===== src/rtl/if_fetch_unit.sv =====
// Instruction-fetch initiator: owns the PC, issues instruction-memory reads, yields the SRAM
// to the data stage and feeds the IF/ID register with stall, bubble and branch handling.
module if_fetch_unit #(
    parameter logic [15:0] RESET_PC  = 16'h0000,
    parameter logic [15:0] NOP_INSTR = 16'h0800,
    parameter logic [7:0]  MAX_WAIT  = 8'd15
) (
    input  logic        clk,
    input  logic        rst,
    input  logic        mem_conflict,
    input  logic        stall,
    input  logic        branch_taken,
    input  logic [15:0] branch_target,
    output logic        imem_req,
    output logic [15:0] imem_addr,
    input  logic [15:0] imem_rdata,
    input  logic        imem_ack,
    output logic [15:0] if_instr,
    output logic [15:0] if_pc,
    output logic [15:0] if_pc_plus1,
    output logic        if_valid,
    output logic        fetch_timeout
);

    typedef enum logic [1:0] {
        S_FETCH,
        S_WAIT,
        S_HOLD
    } state_t;

    state_t      state;
    logic [15:0] pc;
    logic [15:0] hold_instr;
    logic [15:0] hold_pc;
    logic [7:0]  wait_cnt;

    logic        ack;
    logic [15:0] pc_inc;
    logic [7:0]  wait_cnt_inc;

    // An ack only completes a request that is actually on the bus.
    assign ack          = imem_req & imem_ack;
    assign pc_inc       = pc + 16'd1;
    assign wait_cnt_inc = (wait_cnt == 8'hFF) ? wait_cnt : wait_cnt + 8'd1;

    always_ff @(posedge clk or negedge rst) begin
        if (!rst) begin
            state         <= S_FETCH;
            pc            <= RESET_PC;
            imem_req      <= 1'b0;
            imem_addr     <= RESET_PC;
            if_instr      <= NOP_INSTR;
            if_pc         <= 16'h0000;
            if_pc_plus1   <= 16'h0001;
            if_valid      <= 1'b0;
            hold_instr    <= NOP_INSTR;
            hold_pc       <= 16'h0000;
            wait_cnt      <= 8'd0;
            fetch_timeout <= 1'b0;
        end else if (branch_taken) begin
            // Redirect wins over everything: drop in-flight data, flush IF/ID, refetch next cycle.
            state      <= S_FETCH;
            pc         <= branch_target;
            imem_req   <= 1'b0;
            if_instr   <= NOP_INSTR;
            if_valid   <= 1'b0;
            hold_instr <= NOP_INSTR;
            hold_pc    <= 16'h0000;
            wait_cnt   <= 8'd0;
        end else begin
            case (state)
                S_FETCH: begin
                    wait_cnt <= 8'd0;
                    if (!stall) begin
                        if_instr <= NOP_INSTR;
                        if_valid <= 1'b0;
                    end
                    if (!mem_conflict) begin
                        state     <= S_WAIT;
                        imem_req  <= 1'b1;
                        imem_addr <= pc;
                    end
                end

                S_WAIT: begin
                    if (ack) begin
                        wait_cnt <= 8'd0;
                        pc       <= pc_inc;
                        if (!stall) begin
                            if_instr    <= imem_rdata;
                            if_pc       <= pc;
                            if_pc_plus1 <= pc_inc;
                            if_valid    <= 1'b1;
                            if (!mem_conflict) begin
                                imem_addr <= pc_inc;
                            end else begin
                                state    <= S_FETCH;
                                imem_req <= 1'b0;
                            end
                        end else begin
                            state      <= S_HOLD;
                            imem_req   <= 1'b0;
                            hold_instr <= imem_rdata;
                            hold_pc    <= pc;
                        end
                    end else begin
                        if (!stall) begin
                            if_instr <= NOP_INSTR;
                            if_valid <= 1'b0;
                        end
                        if (mem_conflict) begin
                            // Abandon the request; pc is untouched so the same word is retried.
                            state    <= S_FETCH;
                            imem_req <= 1'b0;
                            wait_cnt <= 8'd0;
                        end else begin
                            wait_cnt <= wait_cnt_inc;
                            if (wait_cnt_inc >= MAX_WAIT) begin
                                fetch_timeout <= 1'b1;
                            end
                        end
                    end
                end

                S_HOLD: begin
                    wait_cnt <= 8'd0;
                    if (!stall) begin
                        if_instr    <= hold_instr;
                        if_pc       <= hold_pc;
                        if_pc_plus1 <= hold_pc + 16'd1;
                        if_valid    <= 1'b1;
                        if (!mem_conflict) begin
                            state     <= S_WAIT;
                            imem_req  <= 1'b1;
                            imem_addr <= pc;
                        end else begin
                            state <= S_FETCH;
                        end
                    end
                end

                default: begin
                    state    <= S_FETCH;
                    imem_req <= 1'b0;
                end
            endcase
        end
    end

endmodule


===== config.mk =====
export PLATFORM = sky130hd
export DESIGN_NAME = if_fetch_unit
export DESIGN_NICKNAME = d
export VERILOG_FILES = /design/src/rtl/if_fetch_unit.sv
export SDC_FILE = /design/constraint.sdc
export NUM_CORES = 1
export LEC_CHECK = 0
export ABC_AREA = 1
export BUFFER_PORTS_ARGS = -buffer_cell sky130_fd_sc_hd__clkbuf_2
export CAP_MARGIN = 20
export CORE_MARGIN = 2
export CORE_UTILIZATION = 57
export CTS_BUF_LIST = sky130_fd_sc_hd__clkbuf_16
export DETAILED_ROUTE_END_ITERATION = 10
export PLACE_DENSITY = 0.8
export SLEW_MARGIN = 20
export SYNTH_ARGS = -nofsm -noshare
export SYNTH_HDL_FRONTEND = slang
export SYNTH_SLANG_ARGS = --single-unit

===== constraint.sdc =====
create_clock -name clk -period 2.6 [get_ports clk]
set_clock_uncertainty 0.2 [all_clocks]
set_input_delay 0.26 -clock clk [delete_from_list [all_inputs] [get_ports clk]]
set_output_delay 0.26 -clock clk [all_outputs]
set_load 0.03 [all_outputs]

==> flow_summary_export.csv, run 1 <==
group,metric,value,unit
layout,layout_common_cells,"nand2_1, dfrtp_1, clkbuf_2",
worst_setup_path,ff2ff_path_depth,8,
sta,timing.final.crit_share,0.906,
clock_network,cts_made_buffers,17,
synth,netlist-cell-type-count,43,
clock_network,insertion_delay,420,ps
worst_setup_path,critPathKind,"reg -> reg",
clock_network,cts_buffer_depth,2,
drt,viasPerCell,5.95,
clock_network,cts_resized,0,
sta,rsz0062_at_grt,"no",
worst_setup_path,crit_top_cell,"inv_2",
layout,final_common_cell,"nand2_1",
pwr,p_per_area,758,nW/um^2
drt,drtIter0Drc,667,
sta,fin_ws,244,ps
drt,wl_per_cell,17.4,um
sta,max_freq,424,MHz
place,gp_congestion,0.964,
sta,slew_headroom,0.538,
synth,synth_edf_count,0,
pwr,leakage,0.00400,uW
synth,synth.area.top_cells,"dfrtp_1, nand2_1, nand3_1, inv_1, nor2_1",
worst_setup_path,crit_required,2750,ps
global_routing,antenna_found_initial,0,
drt,ant_nets,0,
die,coreArea,11300,um^2
sta,fin_crit,2360,ps
worst_setup_path,endpoint_kind,"flip-flop",
worst_setup_path,slowest_delay,400,ps
run,cap_viol_max_count,0,
place,dp_slack,306,ps
min_path,hold_path.class,"in -> reg",
pwr,vdd_drop_max,523,uV
synth,yosys_register_bits,125,
layout,antenna_cells,0,
global_routing,grt_remaining_overflow,0,
clock_network,clk_pin_slew,50,ps
die,io_pins,105,
clock_network,cts.sink_count,125,
synth,synth_cells,780,
synth,synth-main-ff-cell,"dfrtp_1",
place,post-dp-hpwl,12.7,mm
die,die_y,111,um
worst_setup_path,r2r-end,"hold_instr[9]",
synth,syn-cell-area,6520,um^2
status,outcome,"finished, final reports clean",
drt,drc,0,
worst_setup_path,r2r_start,"state[1]",
synth,async_reset_ff_frac,1.00,
synth,yosys.area.top_type_share,0.468,
drt,postRouteWirelength,18.7,mm
clock_network,cts_root_buffer,"clkbuf_16",
global_routing,grt.total_usage,0.317,
sta,hold_violations,0,
clock_network,cts_tree,"done",
clock_network,cts_htree_levels,4,
synth,syn_avg_cell_area,8.36,um^2
place,io_buffer_count,104,
die,die_w,111,um
worst_setup_path,cp-start-kind,"flip-flop",
sta,fin_tns_setup,0,ps
synth,ys_seq_area_frac,0.480,
global_routing,grt_pass1_wl,31.1,mm
worst_setup_path,path_delay_family,"buffers and inverters",
die,dieArea,12300,um^2
layout,layout-drive-gt1-share,0.210,
sta,tightest_slew,687,ps
die,rows,39,
global_routing,first_global_vias,6383,
worst_setup_path,worst-path-buf-inv,4,
worst_setup_path,crit_chain,"inv_1 -> ha_1 -> inv_2 -> nor2_1 -> nand2_2 -> buf_4 -> inv_2 -> a22o_1",
die,initial_core_util,0.579,
worst_setup_path,rrSetupSlack,240,ps
worst_setup_path,worst-path-max-fanout,18,
worst_setup_path,arrival,2510,ps
drt,drt_first_pass_iters,6,
min_path,hold_depth,4,
synth,syn_nets,825,
synth,yosys_warnings,0,
min_path,holdCritStartpoint,"mem_conflict",
layout,syn2layout_area_growth,24.4,%
drt,vias,6405,
sta,finalSetupViolCount,0,
layout,fill_cells,849,
sta,slew_violations,0,
min_path,hold_path_end,"fetch_timeout",
global_routing,grt_max_degree,52,
worst_setup_path,cpMaxStageDelayCell,"dfrtp_1",
layout,nets,966,
synth,synth_top_cell_by_area,"dfrtp_1",
==> worst max path at each step <==
| stage | startpoint | endpoint | cells past startpoint |
|---|---|---|---|
| 3_5_place_dp | state[1] | imem_addr[5] | 6 |
| 5_1_grt | state[1] | imem_addr[7] | 7 |
| 6_report | state[1] | hold_instr[9] | 8 |
| 3_3_place_gp | state[0] | wait_cnt[4] | 8 |
| 4_1_cts | state[1] | imem_addr[5] | 6 |
| 2_1_floorplan | state[0] | imem_addr[8] | 11 |
==> report_power, final <==
group          internal [uW]  switching, uW  leakage (uW)
clock network           1480            868      0.000294
logic                    417            985       0.00211
registers               2210            189       0.00160
==> cell usage after synthesis, types with 5 or more instances <==
cell and count:
o21ai_2 12, a21oi_1 28, nand2_1 196, a31oi_1 18, o221ai_1 5, o21ai_1 13
inv_2 8, nor2_1 54, inv_1 64, nand4_1 10, ha_1 7, o22ai_1 19
buf_2 13, clkbuf_1 14, dfrtp_1 122, nand3_1 55, o21ai_0 33, a22o_1 15
nor3_1 8, nand2_2 5, nand2_4 11, a22oi_1 24, xor2_1 9
==> per-stage QoR <==
| stage | cell area (um^2) | hold slack, ps | instances | total power, uW | utilization |
|---|---|---|---|---|---|
| after detailed placement | 7200 | 115 | 1012 | 3780 | 0.639 |
| final | 8120 | 58.9 | 1076 | 6150 | 0.720 |
| after global routing | 8120 | 76.1 | 1076 | 6390 | 0.720 |
| after CTS | 8120 | 34.5 | 1076 | 6160 | 0.720 |
| after floorplan | 6520 | -236 | 780 | 3290 | - |
| after global placement | 7200 | 108 | 1012 | 3750 | 0.639 |
==> routing by layer <==
| layer | GRT usage | wire length [um] |
|---|---|---|
| met1 | 0.372 | 7210 |
| met2 | 0.559 | 9580 |
| met3 | 0.0656 | 1130 |
| met4 | 0.148 | 765 |
| met5 | 0 | 0 |
==> layout make-up <==
cell class,count,area (um^2),area share
Clock buffer,17,425,0.0524
Clock inverter,14,155,0.0191
Inverter,74,279,0.0344
Multi-Input combinational cell,549,2940,0.362
Sequential cell,125,3130,0.386
Tap cell,143,179,0.0220
Timing Repair Buffer,154,1010,0.124
==> cells by family after synthesis <==
group	share of synthesized area
xor+xnor	0.0148
buf+inv	0.0691
simple gates	0.238
flops	0.480
fa+ha+maj	0.0134
compound gates	0.184
==> what timing repair did <==
| action | 4_1_cts | 5_1_grt |
|---|---|---|
| hold buffers | 33 | 0 |
| buffers inserted | 0 | 0 |
| endpoints found under the hold margin | 88 | 0 |
==> registers in the layout, summed over array words and instances, names as in the netlist <==
| register | count |
|---|---|
| state | 2 |
| fetch_timeout | 1 |
| hold_instr | 16 |
| if_pc | 16 |
| hold_pc | 16 |
| if_instr | 16 |
| wait_cnt | 8 |
| imem_addr | 16 |
| imem_req | 1 |
| if_pc_plus1 | 16 |
| if_valid | 1 |
| pc | 16 |
==> worst reg2reg max path: stages, from the launching register on <==
cell,delay (ps)
dfrtp_1,400
inv_1,140
ha_1,380
inv_2,150
nor2_1,190
nand2_2,120
buf_4,230
inv_2,250
a22o_1,230
No activity file was read; power rests on OpenSTA's default activity.
==> inputs of run 2 (changes only) <==
==> constraint.sdc (replaced) <==
create_clock -name clk -period 2.6 [get_ports clk]
set_clock_uncertainty 0.2 [all_clocks]
set_input_delay 0.13 -clock clk [delete_from_list [all_inputs] [get_ports clk]]
set_output_delay 0.13 -clock clk [all_outputs]
set_load 0.03 [all_outputs]
==> flow_summary_export.csv, run 2 (same netlist as run 1, synthesis figures left out) <==
group,metric,value,unit
worst_setup_path,crit_top_cell,"inv_1",
drt,wl_per_cell,17.0,um
worst_setup_path,crit_chain,"inv_1 -> ha_1 -> inv_1 -> nand3_1 -> nand2_4 -> nor2_4 -> o31ai_4 -> buf_4 -> nand2_1 -> o21ai_0",
sta,rsz0062_at_grt,"no",
worst_setup_path,slowest_delay,400,ps
die,die_y,111,um
die,coreArea,11300,um^2
global_routing,grt_remaining_overflow,0,
layout,layout-drive-gt1-share,0.208,
die,die_w,111,um
worst_setup_path,path_delay_family,"buffers and inverters",
layout,final_common_cell,"nand2_1",
pwr,p_per_area,771,nW/um^2
layout,nets,968,
place,post-dp-hpwl,12.5,mm
sta,fin_tns_setup,0,ps
worst_setup_path,cp-start-kind,"flip-flop",
sta,fin_crit,2340,ps
worst_setup_path,worst-path-buf-inv,3,
sta,finalSetupViolCount,0,
layout,syn2layout_area_growth,25.6,%
place,io_buffer_count,104,
clock_network,cts_setup_buffers,0,
clock_network,cts_buffer_depth,2,
global_routing,grt.total_usage,0.306,
sta,holdWs,31.7,ps
sta,timing.final.crit_share,0.898,
clock_network,cts.sink_count,125,
layout,layout_common_cells,"nand2_1, dfrtp_1, clkbuf_2",
drt,viasPerCell,5.87,
layout,fill_cells,856,
sta,hold_violations,0,
drt,postRouteWirelength,18.3,mm
drt,drc,0,
sta,max_freq,428,MHz
layout,antenna_cells,0,
worst_setup_path,worst-path-max-fanout,15,
global_routing,use_met2,0.519,
worst_setup_path,cpMaxStageDelayCell,"dfrtp_1",
drt,ant_nets,0,
sta,tightest_slew,721,ps
global_routing,met1_usage,0.376,
sta,slew_headroom,0.517,
global_routing,first_global_vias,6242,
place,gp_congestion,0.958,
clock_network,clk_pin_slew,60,ps
global_routing,grtUsageMet3,0.0612,
global_routing,grt_pass1_wl,30.2,mm
clock_network,cts_root_buffer,"clkbuf_16",
drt,drtIter0Drc,674,
run,cap_viol_max_count,0,
pwr,leakage,0.00402,uW
global_routing,grt_max_degree,72,
die,rows,39,
worst_setup_path,crit_required,2730,ps
worst_setup_path,arrival,2460,ps
status,outcome,"finished, final reports clean",
drt,drt_first_pass_iters,5,
drt,vias,6332,
clock_network,cts_made_buffers,17,
clock_network,insertion_delay,420,ps
die,dieArea,12300,um^2
worst_setup_path,endpoint_kind,"flip-flop",
worst_setup_path,critPathKind,"reg -> reg",
global_routing,antenna_found_initial,0,
clock_network,cts_htree_levels,4,
sta,slew_violations,0,
min_path,hold_path.class,"in -> reg",
clock_network,cts_tree,"done",
die,initial_core_util,0.579,
pwr,vdd_drop_max,603,uV
die,io_pins,105,
global_routing,busiest_layer,"met2",
[run 2: cell count changes in the layout (fill, tap and decap cells not counted), sizes merged]
| cell | change |
|---|---|
| dlygate4sd3 | +3 |
| clkinv | -2 |
| buf | -1 |
| inv | -1 |
| bufinv | +2 |
| clkinvlp | +2 |
[run 2: metal layers]
layer | wire length (um) | vias up | share of wire
met5 | 0 | - | 0
met4 | 695 | 0 | 0.038
met3 | 1050 | 62 | 0.057
met2 | 9320 | 283 | 0.51
met1 | 7260 | 3050 | 0.40
li1 | - | 2937 | -
[run 2: what timing repair did]
action                                  4_1_cts  5_1_grt
hold endpoints to repair                    173        0
resized for setup                             0        1
endpoints found under the setup margin        0        1
hold buffers                                 36        0
[run 2: path summary, 6_finish.rpt]
check                      cells after the start  slack (ps)             end            from
hold / removal                                 4          30   fetch_timeout    branch_taken
max in group asynchronous                      3        1030     wait_cnt[3]             rst
setup reg to reg                              10         260    if_instr[15]        state[0]
min in group asynchronous                      3         110   hold_instr[6]             rst
setup / recovery                              10         260    if_instr[15]        state[0]
hold reg to reg                                2         270  if_pc_plus1[0]  if_pc_plus1[0]
[run 2: cell type report]
type / instances / area [um^2] / share of cell area
flip-flops and latches: 125 / 3130 / 0.382
multi-input cells: 549 / 2940 / 0.359
repair buffers: 156 / 1030 / 0.126
clock buffers: 17 / 425 / 0.0519
inverters: 74 / 279 / 0.0341
clock inverters: 15 / 203 / 0.0247
well taps: 143 / 179 / 0.0218
[run 2: power by group]
part | internal [uW] | total, uW | switching, uW
Combinational | 417 | 1400 | 982
Sequential | 2210 | 2390 | 181
Clock | 1680 | 2530 | 852
Total | 4300 | 6320 | 2020
[run 2: through the flow]
| step | setup slack, ps | std cells | cell area (um^2) | utilization | power [uW] |
|---|---|---|---|---|---|
| 2_1_floorplan | 640 | 780 | 6520 | - | 3290 |
| 3_3_place_gp | 457 | 1011 | 7200 | 0.638 | 3740 |
| 3_5_place_dp | 284 | 1011 | 7200 | 0.638 | 3760 |
| 4_1_cts | 244 | 1079 | 8190 | 0.726 | 6340 |
| 5_1_grt | 116 | 1079 | 8190 | 0.727 | 6550 |
| 6_report | 265 | 1079 | 8190 | 0.727 | 6320 |
[run 2: worst reg2reg max path, delay by kind of cell (launching register included)]
family	cells	cell delay, ps
buffers and inverters	3	680
adder cells (fa/ha/maj)	1	280
AND/OR/NAND/NOR	4	530
flip-flops	1	400
AO/OA/AOI/OAI	2	160
==> inputs of run 3 (changes only) <==
--- a/config.mk
+++ b/config.mk
@@ -8,11 +8,13 @@
 export ABC_AREA = 1
 export BUFFER_PORTS_ARGS = -buffer_cell sky130_fd_sc_hd__clkbuf_2
 export CAP_MARGIN = 20
+export CELL_PAD_IN_SITES_DETAIL_PLACEMENT = 1
+export CELL_PAD_IN_SITES_GLOBAL_PLACEMENT = 1
 export CORE_MARGIN = 2
-export CORE_UTILIZATION = 57
+export CORE_UTILIZATION = 42
 export CTS_BUF_LIST = sky130_fd_sc_hd__clkbuf_16
 export DETAILED_ROUTE_END_ITERATION = 10
-export PLACE_DENSITY = 0.8
+export PLACE_DENSITY_LB_ADDON = 0.1
 export SLEW_MARGIN = 20
 export SYNTH_ARGS = -nofsm -noshare
 export SYNTH_HDL_FRONTEND = slang
==> flow_summary_export.csv, run 3 (same netlist as run 1, synthesis figures left out) <==
group,metric,value,unit
status,outcome,"complete, but fails checks",
status,violations,"negative hold slack",
drt,ant_nets,0,
drt,vias,6311,
place,io_buffer_count,104,
worst_setup_path,slowest_delay,410,ps
drt,drtIter0Drc,401,
sta,slew_headroom,0.551,
sta,slew_violations,0,
global_routing,grt_remaining_overflow,0,
pwr,vdd_drop_max,538,uV
die,rows,45,
worst_setup_path,worst-path-max-fanout,19,
layout,fin_util,0.543,
clock_network,cts_made_buffers,17,
layout,ff_latch_area,3130,um^2
layout,multi_input_area,2940,um^2
layout,layout-drive-gt1-share,0.220,
worst_setup_path,critPathKind,"reg -> reg",
clock_network,cts_tree,"done",
global_routing,grt_pass1_wl,34.4,mm
sta,tightest_slew,669,ps
die,die_y,129,um
die,coreArea,15200,um^2
sta,max_freq,417,MHz
worst_setup_path,arrival,2500,ps
sta,rsz0062_at_grt,"no",
drt,viasPerCell,5.58,
sta,hold_violations,1,
clock_network,insertion_delay,430,ps
global_routing,grt_max_degree,50,
min_path,hold_path.class,"in -> async",
clock_network,cts_htree_levels,4,
pwr,design_power_total,6170,uW
layout,nets,976,
layout,fill_cells,1847,
layout,layout_common_cells,"nand2_1, dfrtp_1, clkbuf_2",
sta,timing.final.crit_share,0.923,
die,die_w,129,um
drt,wl_per_cell,19.1,um
worst_setup_path,crit_chain,"inv_1 -> ha_1 -> buf_4 -> inv_2 -> nor2_1 -> nand2_2 -> buf_4 -> nand3_1 -> buf_4 -> o21ai_0",
worst_setup_path,crit_required,2700,ps
sta,holdWs,-0.354,ps
die,initial_core_util,0.429,
worst_setup_path,cp-start-kind,"flip-flop",
clock_network,cts_buffer_depth,2,
layout,final_common_cell,"nand2_1",
run,cap_viol_max_count,0,
worst_setup_path,cpMaxStageDelayCell,"dfrtp_1",
worst_setup_path,crit_top_cell,"buf_4",
drt,postRouteWirelength,21.6,mm
sta,finalSetupViolCount,0,
drt,drt_first_pass_iters,5,
global_routing,grt.total_usage,0.271,
pwr,p_per_area,748,nW/um^2
layout,syn2layout_area_growth,26.5,%
die,io_pins,105,
sta,fin_crit,2400,ps
worst_setup_path,rrSetupSlack,200,ps
pwr,leakage,0.00404,uW
global_routing,first_global_vias,6606,
sta,fin_tns_setup,0,ps
worst_setup_path,cp_num_cells,10,
place,gp_congestion,0.857,
clock_network,clk_pin_slew,60,ps
clock_network,cts_root_buffer,"clkbuf_16",
layout,antenna_cells,0,
worst_setup_path,path_delay_family,"buffers and inverters",
clock_network,cts.sink_count,125,
worst_setup_path,worst-path-buf-inv,5,
worst_setup_path,ff2ff_path_depth,10,
die,dieArea,16500,um^2
drt,drc,0,
worst_setup_path,endpoint_kind,"flip-flop",
place,post-dp-hpwl,15.3,mm
global_routing,antenna_found_initial,0,
==> run 3: changes by cell type in the layout (fill, tap and decap cells not counted), sizes merged <==
cell and change:
clkinvlp +1, buf +9, bufinv -3, clkinv +1, dlygate4sd3 -1, inv +1
==> run 3: cell type report <==
cell class | count | area share
flip-flops and latches | 125 | 0.380
multi-input cells | 549 | 0.357
repair buffers | 164 | 0.132
clock buffers | 17 | 0.0516
inverters | 74 | 0.0338
well taps | 188 | 0.0285
clock inverters | 15 | 0.0182
==> run 3: routing by layer <==
metal	GRT usage	part of all wire	up-vias
met1	0.321	0.42	3186
met4	0.105	0.023	0
met5	0	0	-
met3	0.0474	0.032	37
li1	-	-	2955
met2	0.491	0.53	133
==> run 3: final timing paths <==
kind	start	endpoint
max in group asynchronous	rst	hold_instr[11]
worst min register to register	fetch_timeout	fetch_timeout
worst max-delay path	state[1]	if_instr[6]
min in group clk	branch_taken	hold_pc[1]
worst min-delay path	rst	wait_cnt[6]
worst max register to register	state[1]	if_instr[6]
==> run 3: power breakdown <==
| part | switching, uW | internal, uW |
|---|---|---|
| combinational | 1000 | 431 |
| clock | 932 | 1400 |
| sequential | 195 | 2200 |
==> run 3: worst reg2reg max path, cell delays in order (launching register included) <==
cell     delay, ps
dfrtp_1        410
inv_1          140
ha_1           200
buf_4          230
inv_2           60
nor2_1         190
nand2_2        120
buf_4          230
nand3_1        110
buf_4          260
o21ai_0        140
==> run 3: what timing repair did <==
action	4_1_cts	5_1_grt
hold buffers	35	0
hold endpoints to repair	140	0
setup buffers	0	5
gates resized for setup	0	1
endpoints found under the setup margin	0	6
==> run 3: metrics by stage <==
stage | std cells | setup slack (ps) | area [um^2] | hold WS (ps)
after CTS | 1127 | 25.3 | 8200 | 11.6
final | 1132 | 200 | 8250 | -0.354
after global routing | 1132 | 64.6 | 8250 | 51.3
after floorplan | 780 | 640 | 6520 | -366
after detailed placement | 1060 | 28.7 | 7270 | -72.9
after global placement | 1060 | 123 | 7270 | -80.2
